File: config.mk
export PLATFORM = sky130hd
export DESIGN_NAME = uart_tx_flat
export DESIGN_NICKNAME = d
export VERILOG_FILES = /design/src/rtl/uart_tx_pkg.sv /design/src/rtl/uart_tx_if.sv /design/src/rtl/uart_tx_baud.sv /design/src/rtl/uart_tx.sv /design/src/flat_wrapper.sv
export SDC_FILE = /design/constraint.sdc
export NUM_CORES = 1
export LEC_CHECK = 0
export CELL_PAD_IN_SITES_DETAIL_PLACEMENT = 1
export CELL_PAD_IN_SITES_GLOBAL_PLACEMENT = 2
export CORE_MARGIN = 2
export CORE_UTILIZATION = 35
export CTS_BUF_LIST = sky130_fd_sc_hd__clkbuf_16
export CTS_CLUSTER_DIAMETER = 150
export DETAILED_ROUTE_END_ITERATION = 6
export PLACE_DENSITY = 0.84
export SYNTH_ARGS = -nofsm -noshare
export SYNTH_HDL_FRONTEND = slang
export SYNTH_HIERARCHICAL = 1
export SYNTH_SLANG_ARGS = --single-unit
File: constraint.sdc
create_clock -name TXC -period 3.7 [get_ports TXC]
set_input_delay 0.74 -clock TXC [delete_from_list [all_inputs] [get_ports TXC]]
set_output_delay 0.74 -clock TXC [all_outputs]
set_load 0.005 [all_outputs]
File: src/rtl/uart_tx_pkg.sv
// Shared types and line levels for the uart_tx transmitter.
// Build option: UART_TX_PARITY_EN adds an even-parity bit after the data bits.
package uart_tx_pkg;

    localparam logic [2:0] S_IDLE   = 3'd0;
    localparam logic [2:0] S_START  = 3'd1;
    localparam logic [2:0] S_DATA   = 3'd2;
    localparam logic [2:0] S_PARITY = 3'd3;
    localparam logic [2:0] S_STOP   = 3'd4;

    typedef enum logic [2:0] {
        ST_IDLE   = S_IDLE,
        ST_START  = S_START,
        ST_DATA   = S_DATA,
`ifdef UART_TX_PARITY_EN
        ST_PARITY = S_PARITY,
`endif
        ST_STOP   = S_STOP
    } tx_state_e;

    localparam logic TXD_IDLE  = 1'b1;
    localparam logic TXD_START = 1'b0;
    localparam logic TXD_STOP  = 1'b1;

endpackage

File: src/rtl/uart_tx_if.sv
// Parallel-side request bundle and serial output of the uart_tx block.
// The master drives the word and request; the slave returns busy and line.
interface uart_tx_if #(
    parameter int SIZE = 8
);
    logic [SIZE-1:0] TXDATA;
    logic            TX_RQ;
    logic            TX_BUSY;
    logic            TXD;

    modport master (
        output TXDATA,
        output TX_RQ,
        input  TX_BUSY,
        input  TXD
    );

    modport slave (
        input  TXDATA,
        input  TX_RQ,
        output TX_BUSY,
        output TXD
    );
endinterface

File: src/rtl/uart_tx_baud.sv
// Bit-time generator: one-cycle tick on the last cycle of every bit period.
// Restarting aligns the period with the first cycle of a new start bit.
module uart_tx_baud #(
    parameter int CLKS_PER_BIT = 1
) (
    input  logic i_clk,
    input  logic i_rst,
    input  logic i_restart,
    output logic o_tick
);

    localparam int CW = $clog2(CLKS_PER_BIT + 1);
    localparam logic [CW-1:0] LAST = CW'(CLKS_PER_BIT - 1);

    logic [CW-1:0] r_cnt;
    logic          w_wrap;

    assign w_wrap = (r_cnt == LAST);
    assign o_tick = w_wrap;

    always_ff @(posedge i_clk) begin
        if (i_rst || i_restart || w_wrap) begin
            r_cnt <= '0;
        end else begin
            r_cnt <= r_cnt + 1'b1;
        end
    end

endmodule

File: src/rtl/uart_tx.sv
// Serial transmitter: start bit, SIZE data bits LSB first, stop bit.
// Define UART_TX_PARITY_EN to insert an even-parity bit before the stop bit.
module uart_tx
    import uart_tx_pkg::*;
#(
    parameter int SIZE         = 8,
    parameter int CLKS_PER_BIT = 1
) (
    input  logic      TXC,
    input  logic      RST,
    uart_tx_if.slave  tx
);

    localparam int BW = $clog2(SIZE + 1);
    localparam logic [BW-1:0] LAST_BIT = BW'(SIZE);

    tx_state_e       r_state;
    logic [SIZE-1:0] r_shift;
    logic [BW-1:0]   r_bitcnt;
    logic            r_txd;
    logic            r_busy;
`ifdef UART_TX_PARITY_EN
    logic            r_par;
`endif

    logic w_accept;
    logic w_tick;

    assign w_accept   = (r_state == ST_IDLE) && tx.TX_RQ;
    assign tx.TXD     = r_txd;
    assign tx.TX_BUSY = r_busy;

    uart_tx_baud #(
        .CLKS_PER_BIT(CLKS_PER_BIT)
    ) u_baud (
        .i_clk    (TXC),
        .i_rst    (RST),
        .i_restart(w_accept),
        .o_tick   (w_tick)
    );

    always_ff @(posedge TXC) begin
        if (RST) begin
            r_state  <= ST_IDLE;
            r_shift  <= '0;
            r_bitcnt <= '0;
            r_txd    <= TXD_IDLE;
            r_busy   <= 1'b0;
`ifdef UART_TX_PARITY_EN
            r_par    <= 1'b0;
`endif
        end else begin
            unique case (r_state)
                ST_IDLE: begin
                    if (tx.TX_RQ) begin
                        r_state  <= ST_START;
                        r_shift  <= tx.TXDATA;
                        r_bitcnt <= '0;
                        r_txd    <= TXD_START;
                        r_busy   <= 1'b1;
`ifdef UART_TX_PARITY_EN
                        r_par    <= ^tx.TXDATA;
`endif
                    end
                end
                ST_START: begin
                    if (w_tick) begin
                        r_state  <= ST_DATA;
                        r_txd    <= r_shift[0];
                        r_shift  <= r_shift >> 1;
                        r_bitcnt <= BW'(1);
                    end
                end
                // r_bitcnt counts data bits already put on the line
                ST_DATA: begin
                    if (w_tick) begin
                        if (r_bitcnt == LAST_BIT) begin
`ifdef UART_TX_PARITY_EN
                            r_state <= ST_PARITY;
                            r_txd   <= r_par;
`else
                            r_state <= ST_STOP;
                            r_txd   <= TXD_STOP;
`endif
                        end else begin
                            r_txd    <= r_shift[0];
                            r_shift  <= r_shift >> 1;
                            r_bitcnt <= r_bitcnt + 1'b1;
                        end
                    end
                end
`ifdef UART_TX_PARITY_EN
                ST_PARITY: begin
                    if (w_tick) begin
                        r_state <= ST_STOP;
                        r_txd   <= TXD_STOP;
                    end
                end
`endif
                ST_STOP: begin
                    if (w_tick) begin
                        r_state <= ST_IDLE;
                        r_txd   <= TXD_IDLE;
                        r_busy  <= 1'b0;
                    end
                end
                default: begin
                    r_state <= ST_IDLE;
                    r_txd   <= TXD_IDLE;
                    r_busy  <= 1'b0;
                end
            endcase
        end
    end

endmodule

File: src/flat_wrapper.sv
// flat-port wrapper written by rule: the top's interface ports become plain ports
module uart_tx_flat import uart_tx_pkg::*;
#(
    parameter int SIZE         = 8,
    parameter int CLKS_PER_BIT = 1
)
  (TXC, RST, tx_TXDATA, tx_TX_RQ, tx_TX_BUSY, tx_TXD);
  uart_tx_if #(.SIZE(SIZE)) tx_i ();
  input  logic TXC;
  input  logic RST;
  input wire logic [$bits(tx_i.TXDATA)-1:0] tx_TXDATA;
  input wire logic [$bits(tx_i.TX_RQ)-1:0] tx_TX_RQ;
  output wire logic [$bits(tx_i.TX_BUSY)-1:0] tx_TX_BUSY;
  output wire logic [$bits(tx_i.TXD)-1:0] tx_TXD;
  assign tx_i.TXDATA = tx_TXDATA;
  assign tx_i.TX_RQ = tx_TX_RQ;
  assign tx_TX_BUSY = tx_i.TX_BUSY;
  assign tx_TXD = tx_i.TXD;
  uart_tx #(.SIZE(SIZE), .CLKS_PER_BIT(CLKS_PER_BIT)) u_core (.TXC(TXC), .RST(RST), .tx(tx_i));
endmodule
==> flow_metrics.py, run 1 <==
metrics = {
    "route": {
        "drt_first_iter_violations": 7,
        "vias": 811,
        "wl_per_cell_microns": 14.3,
        "viasPerCell": 5.52,
        "drcViolationCount": 0,
        "firstDrtPassIters": 2,
        "totalWireLength_microns": 2100,
        "postRouteAntennaNets": 0,
    },
    "logic_synthesis": {
        "yosysWarnings": 6,
        "ys_async_sr_fraction_pct": 0,
        "synth-seq-area-share_pct": 36.8,
        "syn_avg_cell_area_sq_um": 9.14,
        "synth_fp_nets": 120,
        "syn-instance-count": 107,
        "synth_edf_count": 0,
        "yosys_register_bits": 18,
        "synth_area_sq_um": 978,
        "synth_flop_cell": "dfxtp_1",
        "synth.distinct_cells": 39,
    },
    "cells_and_area": {
        "area_growth_pct": 19.1,
        "antenna-diode-count": 0,
        "layoutNonFillerInstCount": 147,
        "drive_above_1_share_pct": 9.48,
        "postLayoutCellArea_sq_mm": 0.00116,
        "nets": 130,
    },
    "timing": {
        "setup_ws_ns": 1.58,
        "clock_skew_ns": 0.00196,
        "setup_viol": 0,
        "tightest_slew_ns": 0.738,
        "timing.fmax_ghz": 0.472,
        "fin_setup_tns_ns": 0,
        "fin_crit_sh_pct": 57.2,
        "slew_viol_final": 0,
        "hold_viol": 0,
        "min_period_ns": 2.12,
        "maxSlewHeadroom_pct": 50.8,
        "rsz0062_at_grt": "no",
    },
    "setup_path": {
        "path_cells": "clkdlybuf4s50_1 -> mux2i_1 -> o32ai_2 -> buf_4 -> o41ai_1 -> a32o_1",
        "slowest_stage": "clkdlybuf4s50_1",
        "cp.required_ns": 3.84,
        "endpoint_kind": "flop",
        "path_class": "input port to flop",
        "slowest_delay_ns": 0.49,
        "startpoint_type": "input port",
        "arrival_ns": 2.26,
        "critPathMaxFanout": 20,
    },
    "floorplanning": {
        "core_sq_mm": 0.00271,
        "ios": 13,
        "die_y_microns": 56.9,
        "die_x_microns": 56.9,
        "initial_utilization_pct": 36.1,
        "rows": 19,
        "design.die.area_sq_mm": 0.00323,
    },
    "placement": {
        "gp_congestion": 0.678,
        "dp_hpwl_microns": 1430,
        "dp.cells": 143,
        "dpl-instance-area_sq_mm": 0.00109,
        "post-place-ws_ns": 1.31,
        "port_buffers": 12,
    },
    "pwr": {
        "p_leak_nw": 0.409,
        "powerDensity_mw_per_mm2": 459,
        "ir_drop_v": 0.000385,
    },
    "clock_network": {
        "cts_setup_buffers": 0,
        "cts_tree": "done",
        "h-tree-depth": 1,
        "cts_root_buf": "clkbuf_16",
        "insertion_delay_ns": 0.25,
        "cts.sinks": 18,
        "hold_buffers": 0,
        "cts_buffers": 3,
        "clockBufferDepth": 2,
        "cts_resized": 0,
        "clk_pin_slew_ns": 0.05,
    },
    "global_route": {
        "grt-ovfl-total": 0,
        "grt_max_degree": 22,
        "grt_util_all_layers_pct": 15.0,
        "grt_pass1_wl_microns": 3690,
        "antenna_found_initial": 0,
        "grt_pass1_vias": 786,
    },
    "run": {
        "drv_cap": 0,
    },
    "min_path": {
        "min_path_type": "flop to flop",
    },
    "status": {
        "status": "complete, no violations",
    },
}
[through the flow]
stage	power (W)	util (%)	hold WS, ns
global route	0.000567	43.0	0.507
detailed placement	0.000322	40.1	0.471
global placement	0.000317	40.1	0.463
floorplan	0.000296	-	0.440
CTS	0.000545	43.0	0.482
finish	0.000535	43.0	0.479
[synth_stat cells, types with 2 or more instances]
cell type,count,area [sq um]
mux2i_1,9,90.1
inv_1,4,15.0
dfxtp_1,18,360
buf_4,3,22.5
o21ai_0,8,40.0
a21oi_1,13,65.1
ha_1,2,25.0
nor3_1,4,20.0
nand2b_1,3,18.8
nor2_1,7,26.3
nor4b_1,2,17.5
buf_6,2,22.5
nand2_1,3,11.3
nand3_1,3,15.0
buf_2,2,10.0
[critical path, delay by kind of cell]
family / cells / cell delay [ns]
muxes: 1 / 0.11
buffers and inverters: 2 / 0.76
AOI/OAI and AO/OA: 3 / 0.64
[worst paths after layout]
path / start / to / slack (ns) / cells after the start
worst max-delay path: tx_TX_RQ / u_core/r_bitcnt[2] / 1.58 / 6
worst min-delay path: u_core/tx.TXD / u_core/tx.TXD / 0.48 / 1
worst max register to register: u_core/r_state[0] / u_core/r_bitcnt[2] / 1.65 / 5
worst min register to register: u_core/tx.TXD / u_core/tx.TXD / 0.48 / 1
[final cells by class]
cell class	instances	area, sq um
fill	326	1550
multi-input combinational	76	541
sequential	18	360
timing repair buffer	13	128
clock buffer	3	75.1
tap	31	38.8
inverter	5	18.8
clock inverter	1	3.75
[registers in the layout (all words and copies together), names as in the netlist]
signal               count
u_core/r_bitcnt          4
u_core/r_shift           8
u_core/r_state           3
u_core/tx.TXD            1
u_core/tx.TX_BUSY        1
u_core/u_baud/r_cnt      1
[cells by family after synthesis]
kind of cell,synth area share (%)
flip-flops,36.8
adder cells (fa/ha/maj),2.56
buffers and inverters,7.93
other,0.383
AO/OA/AOI/OAI,22.9
AND/OR/NAND/NOR,20.2
multiplexers,9.21
[layout by cell type (no fill, tap or decap), types with 2 or more instances in the layout]
cell             Yosys  final
nor2_1               7      7
clkbuf_16            0      3
nor3_1               4      4
nand3_1              3      3
dfxtp_1             18     18
nand2b_1             3      3
nand2_1              3      3
o21ai_0              8      8
a21oi_1             13     13
inv_1                4      4
nor4b_1              2      2
ha_1                 2      2
clkdlybuf4s50_1      0     12
mux2i_1              9      9
[per-layer routing]
metal	track usage, %	part of all wire, %	vias up	wire [microns]
met3	4.84	3.7	4	78
met4	5.98	1.7	0	36
li1	-	-	408	-
met2	24.4	49	12	1040
met1	18.1	45	387	952
met5	0	0	-	0
[power breakdown]
group | leakage, nW | switching [W] | total (W) | internal (W)
logic | 0.222 | 0.0000405 | 0.0000875 | 0.0000469
clock network | 0.0385 | 0.0000756 | 0.000219 | 0.000144
registers | 0.148 | 0.0000177 | 0.000228 | 0.000211
total | 0.409 | 0.000134 | 0.000535 | 0.000401
No activity file was read; power rests on OpenSTA's default activity.
==> inputs of run 2 (changes only) <==
--- a/config.mk
+++ b/config.mk
@@ -8,11 +8,11 @@
 export CELL_PAD_IN_SITES_DETAIL_PLACEMENT = 1
 export CELL_PAD_IN_SITES_GLOBAL_PLACEMENT = 2
 export CORE_MARGIN = 2
-export CORE_UTILIZATION = 35
+export CORE_UTILIZATION = 32
 export CTS_BUF_LIST = sky130_fd_sc_hd__clkbuf_16
 export CTS_CLUSTER_DIAMETER = 150
 export DETAILED_ROUTE_END_ITERATION = 6
-export PLACE_DENSITY = 0.84
+export PLACE_DENSITY = 0.78
 export SYNTH_ARGS = -nofsm -noshare
 export SYNTH_HDL_FRONTEND = slang
 export SYNTH_HIERARCHICAL = 1
==> constraint.sdc (replaced) <==
create_clock -name TXC -period 2.1 [get_ports TXC]
set_input_delay 0.42 -clock TXC [delete_from_list [all_inputs] [get_ports TXC]]
set_output_delay 0.42 -clock TXC [all_outputs]
set_load 0.005 [all_outputs]
==> flow_metrics.py, run 2 (synthesis results as in run 1) <==
metrics = {
    "pwr": {
        "p_seq_share_pct": 41.3,
        "p_clk_share_pct": 41.1,
        "power.switching_w": 0.000246,
        "p_comb_share_pct": 17.6,
        "p_sw_share_pct": 25.7,
        "power_w": 0.000958,
        "p_leak_nw": 0.424,
        "powerDensity_mw_per_mm2": 805,
        "intPower_w": 0.000712,
        "ir_drop_v": 0.000570,
    },
    "cells_and_area": {
        "fill_cells": 351,
        "largest_register": "u_core/r_shift",
        "largest_reg_flops": 8,
        "drive_above_1_share_pct": 11.8,
        "area_growth_pct": 21.6,
        "final_common_cell": "dfxtp_1",
        "nets": 133,
        "antenna-diode-count": 0,
        "top_regs": "u_core/r_shift (8), u_core/r_bitcnt (4), u_core/r_state (3)",
        "layout_common_cells": "dfxtp_1 (18), a21oi_1 (13), clkdlybuf4s50_1 (12)",
        "postLayoutCellArea_sq_mm": 0.00119,
    },
    "route": {
        "wl_per_cell_microns": 15.0,
        "drcViolationCount": 0,
        "viasPerCell": 5.52,
        "drt_first_iter_violations": 7,
        "totalWireLength_microns": 2290,
        "firstDrtPassIters": 4,
        "postRouteAntennaNets": 0,
        "vias": 839,
    },
    "clock_network": {
        "h-tree-depth": 1,
        "hold_buffers": 0,
        "cts_tree": "done",
        "cts_buffers": 3,
        "cts.sinks": 18,
        "insertion_delay_ns": 0.25,
        "clockBufferDepth": 2,
        "cts_resized": 0,
        "cts_setup_buffers": 0,
        "cts_root_buf": "clkbuf_16",
        "clk_pin_slew_ns": 0.05,
    },
    "placement": {
        "port_buffers": 12,
        "gp_congestion": 0.720,
        "dp_hpwl_microns": 1660,
        "dpl-instance-area_sq_mm": 0.00111,
    },
    "timing": {
        "fin_crit_sh_pct": 81.0,
        "min_period_ns": 1.70,
        "timing.fmax_ghz": 0.588,
        "tightest_slew_ns": 0.549,
        "rsz0062_at_grt": "no",
        "fin_setup_tns_ns": 0,
        "setup_viol": 0,
        "maxSlewHeadroom_pct": 63.3,
        "clock_skew_ns": 0.00136,
        "slew_viol_final": 0,
        "hold_viol": 0,
    },
    "setup_path": {
        "critPathMaxFanout": 19,
        "path_class": "flop to flop",
        "startpoint_type": "flop",
        "cp.required_ns": 2.23,
        "endpoint_kind": "flop",
        "arrival_ns": 1.83,
    },
    "global_route": {
        "grt_max_degree": 20,
        "grt_pass1_wl_microns": 3960,
        "grt_util_all_layers_pct": 15.3,
        "antenna_found_initial": 0,
        "grt-ovfl-total": 0,
        "grt_pass1_vias": 880,
    },
    "floorplanning": {
        "design.die.area_sq_mm": 0.00352,
        "die_x_microns": 59.3,
        "die_y_microns": 59.3,
        "rows": 20,
        "initial_utilization_pct": 32.9,
        "ios": 13,
        "core_sq_mm": 0.00298,
    },
    "run": {
        "drv_cap": 0,
    },
    "min_path": {
        "min_path_type": "flop to flop",
    },
    "status": {
        "status": "complete, no violations",
    },
}
## run 2: cell count changes in the layout (fill, tap and decap cells not counted), sizes merged
cell  change
buf       +3
## run 2: layer usage
metal / track usage [%] / vias to the layer above / routed length, microns / part of all wire, %
li1: - / 409 / - / -
met1: 18.1 / 411 / 1060 / 46
met2: 25.7 / 14 / 1110 / 49
met3: 3.93 / 5 / 73 / 3.2
met4: 6.82 / 0 / 43 / 1.9
met5: 0 / - / 0 / 0
## run 2: worst max-delay path: stages, from the launching register on
cell     delay, ns
dfxtp_1       0.41
inv_1         0.07
ha_1          0.19
and3b_1       0.23
o32ai_2       0.14
buf_4         0.27
mux2i_1       0.21
nor2_1        0.05
## run 2: area by class of cell
cell class,count,area (sq um),area share (%)
clock buffers,3,75.1,6.31
clock inverters,1,3.75,0.315
inverters,5,18.8,1.58
multi-input cells,76,541,45.4
flip-flops and latches,18,360,30.3
well taps,33,41.3,3.47
repair buffers,16,150,12.6
## run 2: path summary, 6_finish.rpt
kind                       from                 end  slack [ns]  depth (start not counted)
max          u_core/r_bitcnt[0]  u_core/r_bitcnt[0]        0.40                          7
max reg2reg  u_core/r_bitcnt[0]  u_core/r_bitcnt[0]        0.40                          7
min reg2reg  u_core/r_bitcnt[3]  u_core/r_bitcnt[3]        0.48                          1
min          u_core/r_bitcnt[3]  u_core/r_bitcnt[3]        0.48                          1
## run 2: power groups by stage
stage               registers (W)  clock network (W)  logic [W]
detailed placement       0.000403                  0   0.000170
floorplan                0.000393                  0   0.000129
global route             0.000400           0.000414   0.000188
finish                   0.000396           0.000393   0.000169
global placement         0.000401                  0   0.000165
CTS                      0.000396           0.000402   0.000171
## run 2: stage by stage
step	cells	hold WS (ns)	worst slack (ns)	utilization, %
floorplan	107	0.440	0.613	-
global placement	148	0.467	0.197	37.3
detailed placement	148	0.475	0.159	37.3
CTS	152	0.485	0.389	40.0
global route	152	0.504	0.264	40.0
finish	152	0.481	0.398	40.0
==> inputs of run 3 (changes only) <==
--- a/config.mk
+++ b/config.mk
@@ -8,11 +8,11 @@
 export CELL_PAD_IN_SITES_DETAIL_PLACEMENT = 1
 export CELL_PAD_IN_SITES_GLOBAL_PLACEMENT = 2
 export CORE_MARGIN = 2
-export CORE_UTILIZATION = 32
+export CORE_UTILIZATION = 29
 export CTS_BUF_LIST = sky130_fd_sc_hd__clkbuf_16
 export CTS_CLUSTER_DIAMETER = 150
 export DETAILED_ROUTE_END_ITERATION = 6
-export PLACE_DENSITY = 0.78
+export PLACE_DENSITY = 0.74
 export SYNTH_ARGS = -nofsm -noshare
 export SYNTH_HDL_FRONTEND = slang
 export SYNTH_HIERARCHICAL = 1
==> constraint.sdc (replaced) <==
create_clock -name TXC -period 1.49 [get_ports TXC]
set_input_delay 0.298 -clock TXC [delete_from_list [all_inputs] [get_ports TXC]]
set_output_delay 0.298 -clock TXC [all_outputs]
set_load 0.005 [all_outputs]
==> flow_metrics.py, run 3 (synthesis results as in run 1) <==
metrics = {
    "global_route": {
        "grt_pass1_wl_microns": 4240,
        "grt_max_degree": 11,
        "grt_util_all_layers_pct": 15.4,
        "grt_pass1_vias": 911,
        "antenna_found_initial": 0,
        "grt-ovfl-total": 0,
    },
    "placement": {
        "port_buffers": 12,
        "gp_congestion": 0.779,
        "dp_hpwl_microns": 1750,
        "post-place-ws_ns": -0.290,
    },
    "floorplanning": {
        "core_sq_mm": 0.00328,
        "rows": 21,
        "die_y_microns": 62.1,
        "ios": 13,
        "design.die.area_sq_mm": 0.00385,
        "initial_utilization_pct": 29.8,
        "die_x_microns": 62.1,
    },
    "clock_network": {
        "cts_buffers": 3,
        "cts_root_buf": "clkbuf_16",
        "cts_tree": "done",
        "h-tree-depth": 1,
        "hold_buffers": 0,
        "insertion_delay_ns": 0.25,
        "clockBufferDepth": 2,
        "cts.sinks": 18,
        "clk_pin_slew_ns": 0.06,
    },
    "cells_and_area": {
        "area_growth_pct": 49.9,
        "drive_above_1_share_pct": 34.6,
        "top_regs": "u_core/r_shift (8), u_core/r_bitcnt (4), u_core/r_state (3)",
        "final_common_cell": "buf_4",
        "fill_cells": 368,
        "antenna-diode-count": 0,
        "largest_register": "u_core/r_shift",
        "nets": 150,
        "multi_input_area_sq_um": 612,
        "largest_reg_flops": 8,
        "layout_common_cells": "buf_4 (15), dfxtp_1 (14), a21oi_1 (12)",
        "seq_area_sq_um": 368,
    },
    "timing": {
        "clock_skew_ns": 0.00249,
        "min_period_ns": 1.47,
        "fin_crit_sh_pct": 98.5,
        "setup_ws_ns": 0.0225,
        "hold_viol": 0,
        "slew_viol_final": 0,
        "fin_setup_tns_ns": 0,
        "timing.fmax_ghz": 0.681,
        "rsz0062_at_grt": "yes",
        "setup_viol": 0,
    },
    "setup_path": {
        "path_class": "flop to flop",
        "critPathTopFamily": "buffers and inverters",
        "cp.required_ns": 1.63,
        "crit_buf_inv": 3,
        "slowest_stage": "dfxtp_4",
        "critPathMaxFanout": 10,
        "arrival_ns": 1.61,
        "startpoint_type": "flop",
        "endpoint_kind": "flop",
        "path_cells": "buf_12 -> nand4bb_4 -> o32ai_2 -> buf_4 -> buf_6 -> mux2i_1 -> nor2_1",
        "slowest_delay_ns": 0.37,
    },
    "min_path": {
        "min_path_type": "flop to flop",
    },
    "route": {
        "totalWireLength_microns": 2520,
        "drt_first_iter_violations": 19,
        "drcViolationCount": 0,
        "viasPerCell": 4.80,
        "firstDrtPassIters": 4,
        "postRouteAntennaNets": 0,
        "wl_per_cell_microns": 13.8,
        "vias": 873,
    },
    "run": {
        "drv_cap": 0,
    },
    "pwr": {
        "p_leak_nw": 0.550,
        "powerDensity_mw_per_mm2": 993,
        "ir_drop_v": 0.000557,
    },
    "status": {
        "status": "complete, no violations",
    },
}
run 3: path summary, 6_finish.rpt:
kind	startpoint	to	slack (ns)	depth (start not counted)
hold / removal	u_core/r_bitcnt[3]	u_core/r_bitcnt[3]	0.47	1
setup / recovery	u_core/r_state[0]	u_core/r_bitcnt[0]	0.02	7
setup reg to reg	u_core/r_state[0]	u_core/r_bitcnt[0]	0.02	7
hold reg to reg	u_core/r_bitcnt[3]	u_core/r_bitcnt[3]	0.47	1
run 3: area by class of cell:
cell class              instances  share of cell area, %
repair buffers                 33                   22.6
clock buffers                   3                   5.12
inverters                       5                   1.28
clock inverters                 1                  0.256
multi-input cells              76                   41.7
flip-flops and latches         18                   25.1
well taps                      46                   3.92
run 3: through the flow:
stage | std cells | hold WS (ns) | utilization [%] | total power, W | cell area (sq um)
floorplan | 107 | 0.434 | - | 0.000735 | 978
global placement | 174 | 0.468 | 38.1 | 0.000844 | 1250
detailed placement | 174 | 0.469 | 38.1 | 0.000854 | 1250
CTS | 181 | 0.477 | 42.9 | 0.00146 | 1410
global route | 182 | 0.505 | 44.6 | 0.00154 | 1470
finish | 182 | 0.475 | 44.6 | 0.00146 | 1470
run 3: where the power goes:
group	switching, W	internal [W]
registers	0.0000309	0.000524
clock network	0.000190	0.000357
logic	0.000149	0.000205
run 3: routing by layer:
layer	routed length, microns	vias to the layer above	track usage (%)
met4	15	0	3.95
met3	83	2	4.35
met2	1340	12	27.4
met1	1080	412	18.0
li1	-	447	-
met5	0	-	0
run 3: repair_timing:
item / in CTS / in global routing
resized for setup: 9 / 20
setup buffers: 1 / 1
endpoints found under the setup margin: 11 / 13
gates cloned: 2 / 0
pin swaps: 1 / 5
